[src/rtl/vga_rect_fill.sv]
// Rectangle fill engine driving the frame-buffer write port: latches a command,
// clips it to the visible area and streams one pixel per cycle in row-major order.
module vga_rect_fill #(
  parameter int          H_ACTIVE  = 640,
  parameter int          V_ACTIVE  = 480,
  parameter int          ADDR_W    = 19,
  parameter int unsigned ADDR_BASE = 0
) (
  input  logic              iclk,
  input  logic              iRST_n,
  input  logic              icmd_valid,
  output logic              ocmd_ready,
  input  logic              icmd_clear,
  input  logic [9:0]        ix,
  input  logic [8:0]        iy,
  input  logic [9:0]        iw,
  input  logic [8:0]        ih,
  input  logic [7:0]        icolor,
  input  logic              ihold,
  output logic              owren,
  output logic [7:0]        odata,
  output logic [ADDR_W-1:0] oaddr,
  output logic              obusy,
  output logic              odone
);

  typedef enum logic [1:0] {IDLE, SETUP, FILL, DONE} state_t;

  localparam logic [10:0]       H_LIM  = 11'(H_ACTIVE);
  localparam logic [10:0]       V_LIM  = 11'(V_ACTIVE);
  localparam logic [ADDR_W-1:0] H_STEP = ADDR_W'(H_ACTIVE);
  localparam logic [ADDR_W-1:0] A_BASE = ADDR_W'(ADDR_BASE);

  function automatic logic [10:0] clip_end(input logic [10:0] sum, input logic [10:0] lim);
    return (sum > lim) ? lim : sum;
  endfunction

  state_t state, state_nxt;

  logic [7:0]        color_q;
  logic [9:0]        x0_q;
  logic [8:0]        y0_q;
  logic [9:0]        w_q;
  logic [8:0]        h_q;
  logic [10:0]       x_end_q;
  logic [10:0]       y_end_q;
  logic [9:0]        cx;
  logic [8:0]        cy;
  logic [ADDR_W-1:0] row_base;

  logic              wren_p1;
  logic [7:0]        data_p1;
  logic [ADDR_W-1:0] addr_p1;

  logic [10:0]       x_end_c;
  logic [10:0]       y_end_c;
  logic              empty_c;
  logic [ADDR_W-1:0] row_base_init;
  logic              last_col;
  logic              last_row;
  logic              last_px;
  logic [9:0]        cx_nxt;
  logic [8:0]        cy_nxt;
  logic [ADDR_W-1:0] rb_nxt;

  // Setup arithmetic: widened sums cannot wrap, so clipping is a plain min.
  always_comb begin
    x_end_c       = clip_end({1'b0, x0_q} + {1'b0, w_q}, H_LIM);
    y_end_c       = clip_end({2'b0, y0_q} + {2'b0, h_q}, V_LIM);
    empty_c       = (w_q == '0) || (h_q == '0) ||
                    ({1'b0, x0_q} >= H_LIM) || ({2'b0, y0_q} >= V_LIM);
    row_base_init = ADDR_W'(y0_q) * H_STEP;
  end

  // Raster stepping: line wrap adds one line stride instead of multiplying per pixel.
  always_comb begin
    last_col = ({1'b0, cx} == x_end_q - 11'd1);
    last_row = ({2'b0, cy} == y_end_q - 11'd1);
    last_px  = last_col && last_row;
    if (last_col) begin
      cx_nxt = x0_q;
      cy_nxt = cy + 9'd1;
      rb_nxt = row_base + H_STEP;
    end else begin
      cx_nxt = cx + 10'd1;
      cy_nxt = cy;
      rb_nxt = row_base;
    end
  end

  always_ff @(posedge iclk or negedge iRST_n) begin
    if (!iRST_n) state <= IDLE;
    else         state <= state_nxt;
  end

  always_comb begin
    state_nxt  = state;
    ocmd_ready = 1'b0;
    obusy      = 1'b0;
    odone      = 1'b0;
    case (state)
      IDLE: begin
        ocmd_ready = 1'b1;
        if (icmd_valid) state_nxt = SETUP;
      end
      SETUP: begin
        obusy     = 1'b1;
        state_nxt = empty_c ? DONE : FILL;
      end
      FILL: begin
        obusy = 1'b1;
        if (!ihold && last_px) state_nxt = DONE;
      end
      DONE: begin
        obusy     = 1'b1;
        odone     = 1'b1;
        state_nxt = IDLE;
      end
      default: state_nxt = IDLE;
    endcase
  end

  // Stage p1: the pixel currently presented on the write port; SETUP preloads the
  // first one so the stream starts two cycles after accept.
  always_ff @(posedge iclk or negedge iRST_n) begin
    if (!iRST_n) begin
      color_q  <= '0;
      x0_q     <= '0;
      y0_q     <= '0;
      w_q      <= '0;
      h_q      <= '0;
      x_end_q  <= '0;
      y_end_q  <= '0;
      cx       <= '0;
      cy       <= '0;
      row_base <= '0;
      wren_p1  <= 1'b0;
      data_p1  <= '0;
      addr_p1  <= '0;
    end else begin
      case (state)
        IDLE: begin
          if (icmd_valid) begin
            color_q <= icolor;
            if (icmd_clear) begin
              x0_q <= '0;
              y0_q <= '0;
              w_q  <= 10'(H_ACTIVE);
              h_q  <= 9'(V_ACTIVE);
            end else begin
              x0_q <= ix;
              y0_q <= iy;
              w_q  <= iw;
              h_q  <= ih;
            end
          end
        end
        SETUP: begin
          x_end_q <= x_end_c;
          y_end_q <= y_end_c;
          if (!empty_c) begin
            cx       <= x0_q;
            cy       <= y0_q;
            row_base <= row_base_init;
            wren_p1  <= 1'b1;
            data_p1  <= color_q;
            addr_p1  <= A_BASE + row_base_init + ADDR_W'(x0_q);
          end
        end
        FILL: begin
          if (!ihold) begin
            if (last_px) begin
              wren_p1 <= 1'b0;
            end else begin
              cx       <= cx_nxt;
              cy       <= cy_nxt;
              row_base <= rb_nxt;
              addr_p1  <= A_BASE + rb_nxt + ADDR_W'(cx_nxt);
            end
          end
        end
        default: ;
      endcase
    end
  end

  // A stalled pixel stays presented with the enable dropped, so it is written
  // exactly once when the hold releases.
  assign owren = wren_p1 & ~ihold;
  assign odata = data_p1;
  assign oaddr = addr_p1;

endmodule

[config.mk]
export PLATFORM = sky130hd
export DESIGN_NAME = vga_rect_fill
export DESIGN_NICKNAME = d
export VERILOG_FILES = /design/src/rtl/vga_rect_fill.sv
export SDC_FILE = /design/constraint.sdc
export NUM_CORES = 1
export LEC_CHECK = 0
export CAP_MARGIN = 40
export CORE_MARGIN = 2
export CORE_UTILIZATION = 60
export DETAILED_ROUTE_END_ITERATION = 6
export PLACE_DENSITY_LB_ADDON = 0.25
export SLEW_MARGIN = 20
export SYNTH_ARGS = -nofsm -noshare
export SYNTH_HDL_FRONTEND = slang
export SYNTH_SLANG_ARGS = --single-unit
[constraint.sdc]
create_clock -name iclk -period 7.5 [get_ports iclk]
set_input_delay 1.5 -clock iclk [delete_from_list [all_inputs] [get_ports iclk]]
set_output_delay 1.5 -clock iclk [all_outputs]
set_load 0.02 [all_outputs]
==> run_results.csv <==
group,metric,value,unit
status,status,"finished clean",
sta,slew_violations,0,
route,routed-via-count,7523,
setup_path,cp-start-kind,"flop",
setup_path,path_class,"flop to flop",
cts,cts_root_buf,"clkbuf_16",
cells_and_area,layout.cells.non_filler,1221,
logic_synthesis,syn-mean-instance-area,8.90,µm²
placed_design,place_congestion,0.851,
power,ir_drop,0.000297,V
grt,grt_usage,28.1,%
cts,clock_latency,0.43,ns
logic_synthesis,netlist_area,8670,µm²
cells_and_area,area_growth,17.1,%
hold_path,hold_class,"flop to flop",
route,drtPass1Iterations,5,
cells_and_area,final_common_cell,"dfrtp_1",
sta,rsz0062_at_grt,"no",
logic_synthesis,seq_area_frac_synth,36.4,%
cts,cts_resized,0,
sta,period_minus_slack,5.07,ns
logic_synthesis,syn_nets,1077,
route,post_drt_wl_per_cell,17.6,µm
floorplanning,dieArea,15400,µm²
setup_path,worstPathArrival,5.40,ns
route,routed_via_density,6.16,
logic_synthesis,synth.distinct_cells,81,
job,cap_violations,0,
sta,worstMarginPinSlew,0.888,ns
sta,setup_tns,0,ns
sta,period_share,67.5,%
cts,cts_made_buffers,17,
cts,clk_pin_slew,0.06,ns
logic_synthesis,synthArstFlopShare,100,%
cts,clock-sinks,126,
floorplanning,ios,82,
cells_and_area,drive_gt1_share,8.55,%
floorplanning,rows,43,
cells_and_area,nets,1132,
grt,grt_pass1_wl,35300,µm
cells_and_area,mostFrequentLayoutCells,"dfrtp_1 (126), o21ai_0 (93), clkdlybuf4s50_1 (80)",
grt,grt_pass1_vias,7185,
floorplanning,die_x,124,µm
logic_synthesis,synth_top_area_share,36.4,%
placed_design,dp_hpwl,14700,µm
power,leakagePower,0.00433,µW
logic_synthesis,yosys-top-cells-area,"dfrtp_1 (36%), ha_1 (6.9%), o21ai_0 (5.4%)",
route,ant_nets,0,
cells_and_area,num_antenna_cells,0,
placed_design,io_buffer_count,81,
logic_synthesis,synth_edf_count,0,
cts,cts_tree,"done",
cts,holdBufCountCts,0,
logic_synthesis,ys_ff_latch,126,
sta,setup_viol,0,
grt,overflow,0,
setup_path,path_max_fanout,32,
route,drt_iter0_markers,616,
cts,clk_path_buf_depth,2,
floorplanning,initial_utilization,62.0,%
logic_synthesis,yosysWarnings,0,
setup_path,cp_data_required_time,7.83,ns
setup_path,end_kind,"flop",
logic_synthesis,syn_inst,974,
power,p_per_area,476,nW/µm²
sta,clock_skew,0.0101,ns
cts,post-cts-setup-buffers,0,
grt,antenna_found_initial,0,
sta,max-slew-margin-rel,40.0,%
logic_synthesis,ys.flop_type,"dfrtp_1",
route,wirelength,21600,µm
route,drc,0,
cells_and_area,nFillCells,1058,
grt,grt_max_degree,85,
placed_design,dp_cells,1189,
logic_synthesis,synth_top_cell_by_area,"dfrtp_1",
cts,htreeDepth,4,
floorplanning,core-area,14000,µm²
sta,final_hold_viol_count,0,
sta,max_freq,197,MHz
floorplanning,die_y,124,µm
-- final timing paths --
| kind | cells after the start | endpoint | slack [ns] | from |
|---|---|---|---|---|
| max | 18 | oaddr[18] | 2.43 | x_end_q[0] |
| min | 2 | wren_p1 | 0.48 | wren_p1 |
| max reg2reg | 18 | oaddr[18] | 2.43 | x_end_q[0] |
| min reg2reg | 2 | wren_p1 | 0.48 | wren_p1 |
| max in group asynchronous | 3 | y_end_q[3] | 5.28 | iRST_n |
| min in group asynchronous | 1 | oaddr[2] | 1.12 | iRST_n |
-- final cells by class --
cell class	count	area, µm²	share of cell area [%]
flip-flops and latches	126	3150	31.0
multi-input cells	747	5100	50.2
well taps	180	225	2.22
repair buffers	89	912	8.98
inverters	48	180	1.77
clock buffers	17	425	4.19
clock inverters	14	158	1.55
-- where the power goes --
group | leakage [µW] | internal (µW) | switching (µW)
Clock | 0.000278 | 493 | 333
Sequential | 0.00155 | 983 | 359
Combinational | 0.00250 | 1120 | 1550
-- registers in the layout, summed over array words and instances (netlist names), 10 cells and up --
signal	cells
oaddr	17
row_base	12
x_end_q	11
cx	10
w_q	10
x0_q	10
y_end_q	10
-- Yosys cell counts, drive strengths merged, types with 4 or more instances --
| master | instances |
|---|---|
| nand2b | 39 |
| a211oi | 8 |
| nor3 | 19 |
| nor2b | 14 |
| or4 | 5 |
| mux2i | 9 |
| nand2 | 82 |
| xnor2 | 36 |
| o22a | 4 |
| nor3b | 6 |
| dfrtp | 126 |
| inv | 47 |
| o211ai | 5 |
| xor2 | 30 |
| nand3 | 18 |
| o21a | 7 |
| or2 | 8 |
| o2111ai | 4 |
| a21o | 12 |
| nand4 | 7 |
| o32ai | 9 |
| o31ai | 11 |
| o21ai | 97 |
| a21oi | 61 |
| o211a | 7 |
| and3 | 12 |
| or3 | 8 |
| and4 | 6 |
| a31oi | 14 |
| nor4 | 12 |
| ha | 48 |
| buf | 16 |
| fa | 4 |
| nor2 | 69 |
| mux2 | 18 |
| clkbuf | 37 |
| o22ai | 21 |
-- cell families after synthesis --
kind of cell,synth area share [%]
buffers and inverters,4.86
and+or+nand+nor,19.4
AOI/OAI and AO/OA,21.4
muxes,3.38
xor gates and xnor gates,6.75
DFF,36.4
adders and majority gates,7.85
-- stage by stage --
step	hold slack, ns	instance area (µm²)	worst slack, ns	total power [µW]	util [%]
finish	0.476	10200	2.43	4840	72.6
global route	0.522	10200	1.93	5180	72.6
CTS	0.480	10100	2.52	4770	72.4
detailed placement	0.466	9540	2.51	3900	68.2
global placement	0.454	9510	2.67	3820	68.0
floorplan	0.438	8670	2.90	3210	-
-- worst max-delay path, stage by stage (launching register included) --
cell and delay [ns]:
dfrtp_1 0.41, inv_1 0.09, ha_1 0.28, nor4b_4 0.34
nand3_1 0.12, a22o_1 0.29, a2111oi_4 0.48, nand3_4 0.41
nand2_1 0.22, nand2_1 0.09, ha_1 0.31, a21oi_1 0.11
o21bai_1 0.50, nand2_1 0.15, a311o_1 0.34, o31a_1 0.19
a211oi_4 0.28, a31oi_1 0.14, o31ai_2 0.22
-- per-layer routing --
layer	routed length (µm)	vias to the layer above	global-route usage (%)
met1	9410	3562	37.3
met4	580	0	10.4
li1	-	3608	-
met2	9960	310	45.4
met3	1600	43	6.20
met5	0	-	0
Power figures use the tool's default switching activity.
==> RTL change 1: new RTL, same settings <==
The 4 states of `state_t` get a one-hot encoding in 4 bits.
--- a/src/rtl/vga_rect_fill.sv
+++ b/src/rtl/vga_rect_fill.sv
@@ -24,7 +24,7 @@
   output logic              odone
 );
 
-  typedef enum logic [1:0] {IDLE, SETUP, FILL, DONE} state_t;
+  typedef enum logic [3:0] {IDLE = 4'b0001, SETUP = 4'b0010, FILL = 4'b0100, DONE = 4'b1000} state_t;
 
   localparam logic [10:0]       H_LIM  = 11'(H_ACTIVE);
   localparam logic [10:0]       V_LIM  = 11'(V_ACTIVE);
Function: same outputs for any inputs over 4 cycles, from zero or initial values and one cycle with iRST_n low; so few cycles prove little.
==> RTL change 1 against the unedited design <==
  * Final cell count is 2.0% lower
  * Power is 7.1% lower
  * Wire length is 7.4% lower
  * Area after synthesis is 4.1% lower
  * Worst setup slack worse by 0.33 ns
  * Via count is 5.7% lower
  * Sequential share of layout area is 1.2 points higher
  * Hold slack worse by 0.0033 ns
  * Final area is 2.3% lower
  * Sequential cell count is 2 higher
  * Count of clock-buffer cells in the layout is 2 higher
==> RTL change 1: results (changes against the unedited design) <==
\begin{tabular}{lr}
\hline
Metric & Value \\
\hline
\multicolumn{2}{l}{\textbf{Worst hold path}} \\
\quad Start point of the worst min-delay path & oaddr[11]\$\_DFFE\_PN0P\_ \\
\quad Terminating pin of the worst hold path & oaddr[11]\$\_DFFE\_PN0P\_ \\
\multicolumn{2}{l}{\textbf{Logic synthesis}} \\
\quad Post-synth cell types & 70 (-14\%) \\
\quad Synth Instances & 939 (-3.6\%) \\
\quad Main area contributors after synthesis & sky130\_fd\_sc\_hd\_\_dfrtp\_1 38\%, sky130\_fd\_sc\_hd\_\_ha\_1 6.6\%, sky130\_fd\_sc\_hd\_\_o21ai\_0 5.7\% \\
\quad Arithmetic-cell share of the synthesized area counting full adders, half adders and majority gates & 7.58\% (-0.27 points) \\
\quad Share of the synthesized area in compound gates (AO/OA/AOI/OAI) & 19.0\% (-2.4 points) \\
\multicolumn{2}{l}{\textbf{Global route}} \\
\quad Global Route met1 Usage & 37.5\% (+0.18 points) \\
\quad Via count of the first global-routing pass & 6946 (-3.3\%) \\
\quad Met3 global-route usage & 7.26\% (+1.1 points) \\
\quad First-pass GRT wire length & 33500 um (-5.2\%) \\
\multicolumn{2}{l}{\textbf{Final layout}} \\
\quad Number of nets in the layout & 1103 (-2.6\%) \\
\quad Proportion of layout cells with a drive suffix above 1 & 8.06\% (-0.49 points) \\
\multicolumn{2}{l}{\textbf{Placement}} \\
\quad Standard cell area after detailed placement & 0.00926 mm2 (-3.0\%) \\
\quad Final HPWL from detailed placement & 14300 um (-2.9\%) \\
\quad Global placement routability congestion & 0.981 (+15\%) \\
\multicolumn{2}{l}{\textbf{Outcome}} \\
\quad Run status & completed \\
\multicolumn{2}{l}{\textbf{Route}} \\
\quad Detailed-routed wire length on met2 & 9260 um (-7.1\%) \\
\quad Post-Route WL & 19900 um (-7.4\%) \\
\quad Routed wirelength normalized by instance count & 16.7 um (-5.6\%) \\
\multicolumn{2}{l}{\textbf{STA}} \\
\quad Highest clock frequency the design can meet & 0.185 GHz (-6.2\%) \\
\quad Final worst clock skew & 0.00754 ns (-0.00257 ns) \\
\multicolumn{2}{l}{\textbf{Worst setup path}} \\
\quad Maximum fanout count along the critical path & 13 (-59\%) \\
\quad Register-to-Register Path Depth & 17 (-1) \\
\quad Slowest stage delay, CP & 0.74 ns (+0.24 ns) \\
\multicolumn{2}{l}{\textbf{Power}} \\
\quad Power per cell area & 453 mW/mm2 (-5.0\%) \\
\quad Combinational-cell power consumption & 0.00226 W (-15\%) \\
\quad Design internal power & 0.00254 W (-1.9\%) \\
\quad Reported leakage power & 4.29 nW (-0.96\%) \\
\hline
\end{tabular}
-- RTL change 1: cell types whose count changed in the layout (fill, tap and decap cells not counted), moves of 7 or more --
cell                       change
sky130_fd_sc_hd__o32ai_1       -7
sky130_fd_sc_hd__o22ai_1      -16
sky130_fd_sc_hd__o211a_1       -7
sky130_fd_sc_hd__nand2_1      +32
sky130_fd_sc_hd__nand3b_1      +7
sky130_fd_sc_hd__xnor2_1       +9
sky130_fd_sc_hd__a21oi_1       -7
sky130_fd_sc_hd__a32o_1        +8
sky130_fd_sc_hd__inv_1        -13
sky130_fd_sc_hd__a21boi_0      +7
sky130_fd_sc_hd__nand2b_1      -7
-- RTL change 1: layout make-up --
type	count	area share (%)
multi-input cells	729	48.4
clock inverters	13	1.61
well taps	180	2.27
flip-flops and latches	128	32.3
repair buffers	94	9.58
inverters	34	1.29
clock buffers	19	4.56
-- RTL change 1: worst register-to-register path, stage by stage (launching register included) --
cell	delay [ns]
sky130_fd_sc_hd__dfrtp_1	0.42
sky130_fd_sc_hd__inv_1	0.08
sky130_fd_sc_hd__ha_1	0.20
sky130_fd_sc_hd__nor3b_1	0.39
sky130_fd_sc_hd__nand3_1	0.15
sky130_fd_sc_hd__xnor2_1	0.16
sky130_fd_sc_hd__or4_1	0.74
sky130_fd_sc_hd__nor2_1	0.72
sky130_fd_sc_hd__o21ai_0	0.24
sky130_fd_sc_hd__ha_1	0.36
sky130_fd_sc_hd__inv_1	0.05
sky130_fd_sc_hd__o21bai_1	0.40
sky130_fd_sc_hd__nand2_1	0.13
sky130_fd_sc_hd__nor4b_2	0.33
sky130_fd_sc_hd__o22ai_2	0.21
sky130_fd_sc_hd__o31a_1	0.31
sky130_fd_sc_hd__or3_1	0.34
sky130_fd_sc_hd__o211ai_1	0.09
==> RTL change 2: new RTL, config.mk and constraints unchanged <==
Without the edit above. `ADDR_W`: 19 -> 38.
--- a/src/rtl/vga_rect_fill.sv
+++ b/src/rtl/vga_rect_fill.sv
@@ -3,7 +3,7 @@
 module vga_rect_fill #(
   parameter int          H_ACTIVE  = 640,
   parameter int          V_ACTIVE  = 480,
-  parameter int          ADDR_W    = 19,
+  parameter int          ADDR_W    = 38,
   parameter int unsigned ADDR_BASE = 0
 ) (
   input  logic              iclk,
Interface: changed (resized oaddr); port bits go from 82 to 101. The function was not compared with the original's and may differ.
==> RTL change 2 against the unedited design <==
  * The flow now finishes with violations (design-rule violations)
  * Sequential cell count up 39
  * Power increased by 10%
  * Final cell count grew 32%
  * Utilization decreased by 0.97 points
  * Critical path depth fell by 3
  * Area after synthesis increased by 29%
  * Clock skew up 0.00091 ns
  * Wire length grew 34%
  * Final area grew 28%
  * Combinational power rose by 6%
  * Largest cell class unchanged
  * Worst setup slack got worse by 0.48 ns
  * Via count increased by 31%
  * Sequential share of layout area increased by 0.82 points
==> RTL change 2: results (changes against the unedited design) <==
\begin{tabular}{lr}
\hline
Metric & Value \\
\hline
\multicolumn{2}{l}{\textbf{Outcome}} \\
\quad Run status & finished, violations left \\
\quad Violations in the final reports & design-rule violations \\
\multicolumn{2}{l}{\textbf{Worst setup path}} \\
\quad Maximum fanout count along the critical path & 17 (-47\%) \\
\quad Slowest stage delay, CP & 0.70 ns (+0.20 ns) \\
\quad WP data arrival & 5.91 ns (+0.51 ns) \\
\quad Reg2Reg Launch Point & x\_end\_q[2]\$\_DFFE\_PN0P\_ \\
\quad Register-to-Register Path Depth & 15 (-3) \\
\quad Termination of the worst setup path & oaddr[35]\$\_DFFE\_PN0P\_ \\
\multicolumn{2}{l}{\textbf{STA}} \\
\quad Final worst clock skew & 0.0110 ns (+0.000906 ns) \\
\multicolumn{2}{l}{\textbf{Power}} \\
\quad P\_clk & 0.000891 W (+7.9\%) \\
\quad NetSw & 0.00254 W (+13\%) \\
\quad Combinational-cell power consumption & 0.00284 W (+6\%) \\
\quad Worst VDD drop & 0.298 mV (+0.38\%) \\
\quad Reported leakage power & 5.39 nW (+25\%) \\
\quad Power per cell area & 412 mW/mm2 (-13\%) \\
\multicolumn{2}{l}{\textbf{Placement}} \\
\quad Final HPWL from detailed placement & 20400 um (+39\%) \\
\quad Standard cell area after detailed placement & 0.0123 mm2 (+29\%) \\
\quad Global placement routability congestion & 0.908 (+6.6\%) \\
\quad Port Buffers & 100 (+23\%) \\
\multicolumn{2}{l}{\textbf{Logic synthesis}} \\
\quad Synthesized netlist net count & 1416 (+31\%) \\
\quad Most used standard cells in the synthesized netlist & 165 x sky130\_fd\_sc\_hd\_\_dfrtp\_1, 151 x sky130\_fd\_sc\_hd\_\_nand2\_1, 138 x sky130\_fd\_sc\_hd\_\_o21ai\_0 \\
\quad Sequential area share after synthesis & 37.0\% (+0.68 points) \\
\multicolumn{2}{l}{\textbf{Global route}} \\
\quad Pin count of the biggest net entering global routing & 92 (+8.2\%) \\
\quad First-pass GRT wire length & 47200 um (+34\%) \\
\quad GRT Util Overall & 29.7\% (+1.6 points) \\
\quad Via count of the first global-routing pass & 9458 (+32\%) \\
\multicolumn{2}{l}{\textbf{Route}} \\
\quad Number of iterations in the first detailed-routing pass & 7 (+2) \\
\quad Number of remaining DRC errors & 2 (+2) \\
\quad Routed wirelength normalized by instance count & 17.8 um (+0.83\%) \\
\quad Total number of vias & 9889 (+31\%) \\
\quad Starting DRT DRC Count & 882 (+43\%) \\
\multicolumn{2}{l}{\textbf{Final layout}} \\
\quad Number of nets in the layout & 1479 (+31\%) \\
\quad Flip-flop count of the largest register after layout & 37 (+20) \\
\quad Proportion of layout cells with a drive suffix above 1 & 6.41\% (-2.1 points) \\
\hline
\end{tabular}
## RTL change 2: cell types whose count changed after synthesis, moves of 18 or more
| cell | change |
|---|---|
| sky130_fd_sc_hd__clkbuf_1 | +30 |
| sky130_fd_sc_hd__dfrtp_1 | +39 |
| sky130_fd_sc_hd__nand2_1 | +71 |
| sky130_fd_sc_hd__nand3_1 | +18 |
| sky130_fd_sc_hd__nor2_1 | +31 |
| sky130_fd_sc_hd__o21ai_0 | +45 |
| sky130_fd_sc_hd__xnor2_1 | +31 |
| sky130_fd_sc_hd__xor2_1 | +23 |
## RTL change 2: worst max-delay path: cells and delay by family (launching register included)
| family | cells | cell delay (ns) |
|---|---|---|
| and+or+nand+nor | 8 | 3.41 |
| AOI/OAI and AO/OA | 5 | 1.13 |
| DFF | 1 | 0.46 |
| adders and majority gates | 1 | 0.33 |
| xor gates and xnor gates | 1 | 0.14 |
## RTL change 2: cell type report
class / count / area share, %
well taps: 229 / 2.21
clock buffers: 17 / 3.28
flip-flops and latches: 165 / 31.9
clock inverters: 15 / 1.39
inverters: 48 / 1.39
multi-input cells: 1027 / 50.7
repair buffers: 116 / 9.12
## RTL change 2: cell families after synthesis
| group | after synthesis | share of synthesized area (%) |
|---|---|---|
| compound gates | 351 | 19.2 |
| xor+xnor | 119 | 9.35 |
| fa+ha+maj | 53 | 6.22 |
| buf+inv | 120 | 4.16 |
| flops | 165 | 37.0 |
| mux | 27 | 2.61 |
| other cells | 1 | 0.0336 |
| simple gates | 476 | 21.4 |
## RTL change 2: how the worst min path moves through the flow
stage / startpoint / end / depth (start not counted)
final: oaddr[19]$_DFFE_PN0P_ / oaddr[19]$_DFFE_PN0P_ / 2
after global routing: oaddr[28]$_DFFE_PN0P_ / oaddr[28]$_DFFE_PN0P_ / 2
after CTS: oaddr[26]$_DFFE_PN0P_ / oaddr[26]$_DFFE_PN0P_ / 2
after detailed placement: oaddr[26]$_DFFE_PN0P_ / oaddr[26]$_DFFE_PN0P_ / 2
after global placement: oaddr[3]$_DFFE_PN0P_ / oaddr[3]$_DFFE_PN0P_ / 1
after floorplan: color_q[0]$_DFFE_PN0P_ / odata[0]$_DFFE_PN0P_ / 1
## RTL change 2: routing by layer
layer  vias up  part of all wire, %  GRT usage, %
met1      4680                   44          40.2
met4         0                  2.5          10.7
met3        62                  6.2          4.72
met5         -                    0             0
met2       377                   48          48.7
li1       4770                    -             -
## RTL change 2: metrics by stage
step / instances / hold WS, ns / util, % / setup WS (ns)
finish: 1617 / 0.477 / 71.6 / 1.95
global route: 1617 / 0.503 / 71.6 / 1.50
CTS: 1615 / 0.485 / 71.3 / 1.99
detailed placement: 1583 / 0.469 / 68.0 / 2.02
global placement: 1578 / 0.459 / 67.7 / 2.07
floorplan: 1312 / 0.475 / - / 2.64
